`config.mk`:
```
export PLATFORM = sky130hd
export DESIGN_NAME = ddr_judge
export DESIGN_NICKNAME = d
export VERILOG_FILES = /design/src/rtl/ddr_judge.sv
export SDC_FILE = /design/constraint.sdc
export NUM_CORES = 1
export LEC_CHECK = 0
export ABC_AREA = 1
export CORE_MARGIN = 5
export CORE_UTILIZATION = 32
export CTS_BUF_LIST = sky130_fd_sc_hd__clkbuf_4 sky130_fd_sc_hd__clkbuf_8
export DETAILED_ROUTE_END_ITERATION = 12
export MAX_ROUTING_LAYER = met4
export PLACE_DENSITY = 0.49
export REMOVE_ABC_BUFFERS = 1
export SLEW_MARGIN = 0
export SYNTH_ARGS = -nofsm -noshare
export SYNTH_HDL_FRONTEND = slang
export SYNTH_SLANG_ARGS = --single-unit
```
`constraint.sdc`:
```
create_clock -name clk -period 5.6 [get_ports clk]
set_clock_uncertainty 0.2 [all_clocks]
set_input_delay 1.12 -clock clk [delete_from_list [all_inputs] [get_ports clk]]
set_output_delay 1.12 -clock clk [all_outputs]
set_load 0.01 [all_outputs]
```
`src/rtl/ddr_judge.sv`:
```
// ddr_judge: per-lane timing judge for target pulses vs. button presses, with saturating score and combo.
// Define DDR_JUDGE_BOO_EN to penalise presses on idle lanes (boo pulse, -1 score, combo reset).
module ddr_judge #(
  parameter int WINDOW  = 500,
  parameter int PERFECT = 150
) (
  input  logic        clk,
  input  logic        rst,
  input  logic        tick,
  input  logic        start,
  input  logic        left,
  input  logic        right,
  input  logic        up,
  input  logic        down,
  input  logic [3:0]  btn,
  output logic [3:0]  hit_perfect,
  output logic [3:0]  hit_good,
  output logic [3:0]  miss,
  output logic [3:0]  boo,
  output logic [15:0] score,
  output logic [7:0]  combo,
  output logic [7:0]  max_combo
);

`ifdef DDR_JUDGE_BOO_EN
  localparam bit BOO_EN = 1'b1;
`else
  localparam bit BOO_EN = 1'b0;
`endif

  localparam logic [9:0] CNT_LAST = 10'(WINDOW - 1);
  localparam logic [9:0] CNT_PERF = 10'(PERFECT);

  typedef enum logic {IDLE = 1'b0, PENDING = 1'b1} lane_state_t;

  lane_state_t state_q [4];
  lane_state_t state_d [4];
  logic [9:0]  cnt_q [4];
  logic [9:0]  cnt_d [4];
  logic [3:0]  btn_q;
  logic [3:0]  press;
  logic [3:0]  target;
  logic [3:0]  perf_d, good_d, miss_d, boo_d;
  logic [2:0]  n_hit;
  logic [17:0] credit;
  logic [17:0] debit;
  logic [8:0]  combo_sum;
  logic [15:0] score_d;
  logic [7:0]  combo_d;

  assign target = {down, up, right, left};
  assign press  = btn & ~btn_q;

  function automatic logic [2:0] pop4(input logic [3:0] v);
    return {2'b0, v[0]} + {2'b0, v[1]} + {2'b0, v[2]} + {2'b0, v[3]};
  endfunction

  always_comb begin
    perf_d = '0;
    good_d = '0;
    miss_d = '0;
    boo_d  = '0;
    for (int i = 0; i < 4; i++) begin
      state_d[i] = state_q[i];
      cnt_d[i]   = cnt_q[i];
      if (start) begin
        state_d[i] = IDLE;
        cnt_d[i]   = '0;
      end else begin
        case (state_q[i])
          IDLE: begin
            // A target and press landing together count as dead-on.
            if (target[i] && press[i]) begin
              perf_d[i] = 1'b1;
            end else if (target[i]) begin
              state_d[i] = PENDING;
              cnt_d[i]   = '0;
            end else if (press[i]) begin
              boo_d[i] = BOO_EN;
            end
          end
          PENDING: begin
            if (press[i]) begin
              if (cnt_q[i] < CNT_PERF) perf_d[i] = 1'b1;
              else                     good_d[i] = 1'b1;
              state_d[i] = target[i] ? PENDING : IDLE;
              cnt_d[i]   = '0;
            end else if (target[i]) begin
              miss_d[i] = 1'b1;
              cnt_d[i]  = '0;
            end else if (tick) begin
              if (cnt_q[i] == CNT_LAST) begin
                miss_d[i]  = 1'b1;
                state_d[i] = IDLE;
                cnt_d[i]   = '0;
              end else begin
                cnt_d[i] = cnt_q[i] + 10'd1;
              end
            end
          end
          default: ;
        endcase
      end
    end

    // Credits and boo debits are netted before saturating in either direction.
    n_hit  = pop4(perf_d) + pop4(good_d);
    credit = {2'b0, score} + {14'b0, pop4(perf_d), 1'b0} + {15'b0, pop4(good_d)};
    debit  = {15'b0, pop4(boo_d)};
    if (start)                          score_d = '0;
    else if (credit < debit)            score_d = '0;
    else if (credit - debit > 18'd65535) score_d = 16'hFFFF;
    else                                score_d = 16'(credit - debit);

    combo_sum = {1'b0, combo} + {6'b0, n_hit};
    if (start || (|miss_d) || (|boo_d)) combo_d = '0;
    else if (combo_sum[8])              combo_d = 8'hFF;
    else                                combo_d = combo_sum[7:0];
  end

  always_ff @(posedge clk) begin
    if (rst) begin
      for (int i = 0; i < 4; i++) begin
        state_q[i] <= IDLE;
        cnt_q[i]   <= '0;
      end
      btn_q       <= '0;
      hit_perfect <= '0;
      hit_good    <= '0;
      miss        <= '0;
      boo         <= '0;
      score       <= '0;
      combo       <= '0;
      max_combo   <= '0;
    end else begin
      for (int i = 0; i < 4; i++) begin
        state_q[i] <= state_d[i];
        cnt_q[i]   <= cnt_d[i];
      end
      btn_q       <= btn;
      hit_perfect <= perf_d;
      hit_good    <= good_d;
      miss        <= miss_d;
      boo         <= boo_d;
      score       <= score_d;
      combo       <= combo_d;
      if (combo > max_combo) max_combo <= combo;
    end
  end

endmodule
```
==> insert_results.sql <==
INSERT INTO impl_metrics (metric_group, metric, value, unit) VALUES
('floorplan', 'placeable_core_region', '16400', 'um2'),
('synthesis', 'ys_seq_elements', '92', ''),
('clock_tree', 'clock_sink_count', '92', ''),
('synthesis', 'synth_edf_count', '0', ''),
('critical_path', 'worstSetupStartpointType', 'input pin', ''),
('synthesis', 'synth_top_area_cells', 'sky130_fd_sc_hd__dfxtp_1, sky130_fd_sc_hd__nand2_1, sky130_fd_sc_hd__inv_1, sky130_fd_sc_hd__nor2_1, sky130_fd_sc_hd__ha_1', ''),
('synthesis', 'post_synth_instance_area', '5310', 'um2'),
('sta', 'worstMarginPinSlew', '799', 'ps'),
('placement', 'numPortBuffers', '55', ''),
('sta', 'relSlewSlack', '46.6', '%'),
('synthesis', 'yosys_most_used_dff', 'sky130_fd_sc_hd__dfxtp_1', ''),
('clock_tree', 'clockBufferDepth', '2', ''),
('power', 'power_per_cell_area', '262', 'nW/um2'),
('critical_path', 'worst-setup-path-type', 'input pin to register', ''),
('global_routing', 'grt_first_pass_wirelength', '21300', 'um'),
('global_routing', 'grt_pass1_vias', '4500', ''),
('layout', 'final_core_utilization', '38.3', '%'),
('layout', 'final_net_count', '826', ''),
('drt', 'route.vias.total', '4608', ''),
('run_status', 'status', 'finished, final reports clean', ''),
('placement', 'placed_cells_incl_taps', '990', ''),
('synthesis', 'syn_avg_cell_area', '7.33', 'um2'),
('synthesis', 'async_flop_share', '0', '%'),
('clock_tree', 'worstSkewPairLatency', '380', 'ps'),
('layout', 'area_growth_syn_to_layout', '18.3', '%'),
('global_routing', 'grtUsageTotal', '13.7', '%'),
('layout', 'final_layout_size_suffix_gt1_share', '12.5', '%'),
('sta', 'period_minus_slack', '5070', 'ps'),
('layout', 'fillers', '1704', ''),
('drt', 'wl_per_instance', '12.5', 'um'),
('critical_path', 'critical_path_peak_fanout', '6', ''),
('synthesis', 'netlist.area_leader.share', '34.7', '%'),
('floorplan', 'starting_density_of_the_core', '32.4', '%'),
('floorplan', 'ios', '60', ''),
('placement', 'detailedPlacementHpwl', '9750', 'um'),
('flow_run', 'maxCapViolations', '0', ''),
('critical_path', 'worstReg2RegStart', 'cnt_q[1][5]', ''),
('floorplan', 'floorplan.rows', '47', ''),
('worst_hold_path', 'hold_path_depth', '2', ''),
('drt', 'wirelength', '12600', 'um'),
('drt', 'antenna_violating_nets_post_route', '0', ''),
('layout', 'finish.cell_count_without_fillers', '1006', ''),
('global_routing', 'grt_max_degree', '25', ''),
('critical_path', 'ff2ff_path_depth', '20', ''),
('clock_tree', 'cts.htree.levels', '3', ''),
('worst_hold_path', 'hp-start', 'cnt_q[0][9]', ''),
('clock_tree', 'clk_pin_slew_worst_paths', '100', 'ps'),
('clock_tree', 'cts-resized-gates', '0', ''),
('power', 'power.ir.vdd_worst', '0.174', 'mV'),
('synthesis', 'synth_largest_area_cell', 'sky130_fd_sc_hd__dfxtp_1', ''),
('layout', 'n_antenna_cell', '0', ''),
('critical_path', 'critical_path.endpoint_type', 'register', ''),
('synthesis', 'syn-instance-count', '724', ''),
('synthesis', 'synth_sequential_area_ratio', '34.7', '%'),
('synthesis', 'commonest_cells_in_the_netlist', 'sky130_fd_sc_hd__nand2_1, sky130_fd_sc_hd__inv_1, sky130_fd_sc_hd__dfxtp_1, sky130_fd_sc_hd__nor2_1, sky130_fd_sc_hd__a21oi_1', ''),
('clock_tree', 'postCtsSetupBuffers', '0', ''),
('sta', 'setup_repair_after_global_routing_missed_its_margin', 'no', ''),
('clock_tree', 'tritoncts', 'done', ''),
('global_routing', 'antenna_violations_before_repair', '0', ''),
('floorplan', 'die_x', '139', 'um'),
('critical_path', 'worst_ep_arrival_time', '5150', 'ps'),
('global_routing', 'grt.overflow.total', '0', ''),
('critical_path', 'crit_path_start', 'btn[3]', ''),
('clock_tree', 'buffer_type_at_the_clock_tree_root', 'sky130_fd_sc_hd__clkbuf_8', ''),
('floorplan', 'dieArea', '19300', 'um2'),
('sta', 'timing.setup.tns', '0', 'ps'),
('clock_tree', 'tritoncts.num_buffers', '9', ''),
('drt', 'first_iter_violations', '227', ''),
('sta', 'slew_viol_final', '0', ''),
('synthesis', 'ys_types', '43', ''),
('sta', 'fmaxAchievable', '0.197', 'GHz');
-- final timing paths --
kind            endpoint  slack, ps
max             combo[5]        530
min          cnt_q[0][9]        270
max reg2reg     combo[5]       1200
min reg2reg  cnt_q[0][9]        270
-- per-layer routing --
layer / vias to the layer above / routed length [um] / track usage (%)
met1: 2103 / 6140 / 17.5
met5: - / 0 / -
li1: 2408 / - / -
met3: 14 / 520 / 2.83
met2: 83 / 5740 / 21.3
met4: 0 / 212 / 5.77
-- worst max-delay path, stage by stage --
cell                              delay (ps)
sky130_fd_sc_hd__clkdlybuf4s50_1         480
sky130_fd_sc_hd__inv_2                    60
sky130_fd_sc_hd__nor2_4                  140
sky130_fd_sc_hd__inv_2                    70
sky130_fd_sc_hd__nor2_1                  120
sky130_fd_sc_hd__o211ai_1                150
sky130_fd_sc_hd__fa_1                    520
sky130_fd_sc_hd__inv_1                    50
sky130_fd_sc_hd__ha_1                    170
sky130_fd_sc_hd__ha_1                    270
sky130_fd_sc_hd__inv_1                    70
sky130_fd_sc_hd__fa_1                    440
sky130_fd_sc_hd__xnor2_1                 170
sky130_fd_sc_hd__xor2_1                  170
sky130_fd_sc_hd__ha_1                    300
sky130_fd_sc_hd__a21oi_1                 290
sky130_fd_sc_hd__inv_2                    70
sky130_fd_sc_hd__nand4_1                 110
sky130_fd_sc_hd__nor2_1                  120
sky130_fd_sc_hd__nor3_1                  200
sky130_fd_sc_hd__nor2_2                   60
-- cells in the final DEF, fill, tap and decap left out, drive strengths merged, types with 6 or more instances in the layout --
master	synthesis	routed
o21ai	19	19
nor3b	6	6
dfxtp	92	92
inv	112	113
nor3	22	22
nor2	104	104
xnor2	6	6
a21oi	62	62
ha	26	26
nand4	10	10
nand3	52	52
clkbuf	0	11
fa	7	7
nand2	160	160
xor2	19	19
clkdlybuf4s50	0	55
-- cell type report --
type / count / area [um2] / share of cell area [%]
clock buffers: 11 / 151 / 2.41
clock inverters: 5 / 58.8 / 0.936
inverters: 113 / 429 / 6.83
multi-input cells: 509 / 2970 / 47.2
flip-flops and latches: 92 / 1840 / 29.3
well taps: 220 / 275 / 4.38
repair buffers: 56 / 558 / 8.88
-- through the flow --
stage                     hold WS, ps  worst slack [ps]  area [um2]
after floorplan                   239               972        5240
after global placement            252               192        6070
after detailed placement          258               113        6070
after CTS                         273               516        6280
after global routing              294               200        6280
final                             266               529        6280
-- cells by family (layout without fill, tap and decap cells) --
kind of cell	after synthesis	count (layout)	synth area share, %
and+or+nand+nor	359	359	33.2
xor gates and xnor gates	25	25	4.12
DFF	92	92	34.7
AOI/OAI and AO/OA	88	88	9.54
adders and majority gates	33	33	8.77
buffers and inverters	126	185	9.64
other	1	4	0.0706
-- power by group --
part	leakage, uW	total (uW)	switching [uW]	internal (uW)
sequential	0.000744	720	29.7	690
combinational	0.00161	449	272	177
clock	0.000102	479	247	232
total	0.00245	1650	549	1100
-- sequential cells by signal (all words and copies together) (netlist names) --
register,count
miss,4
score,16
btn_q,4
combo,8
cnt_q,40
hit_perfect,4
state_q,4
max_combo,8
hit_good,4
Power figures use the tool's default switching activity.
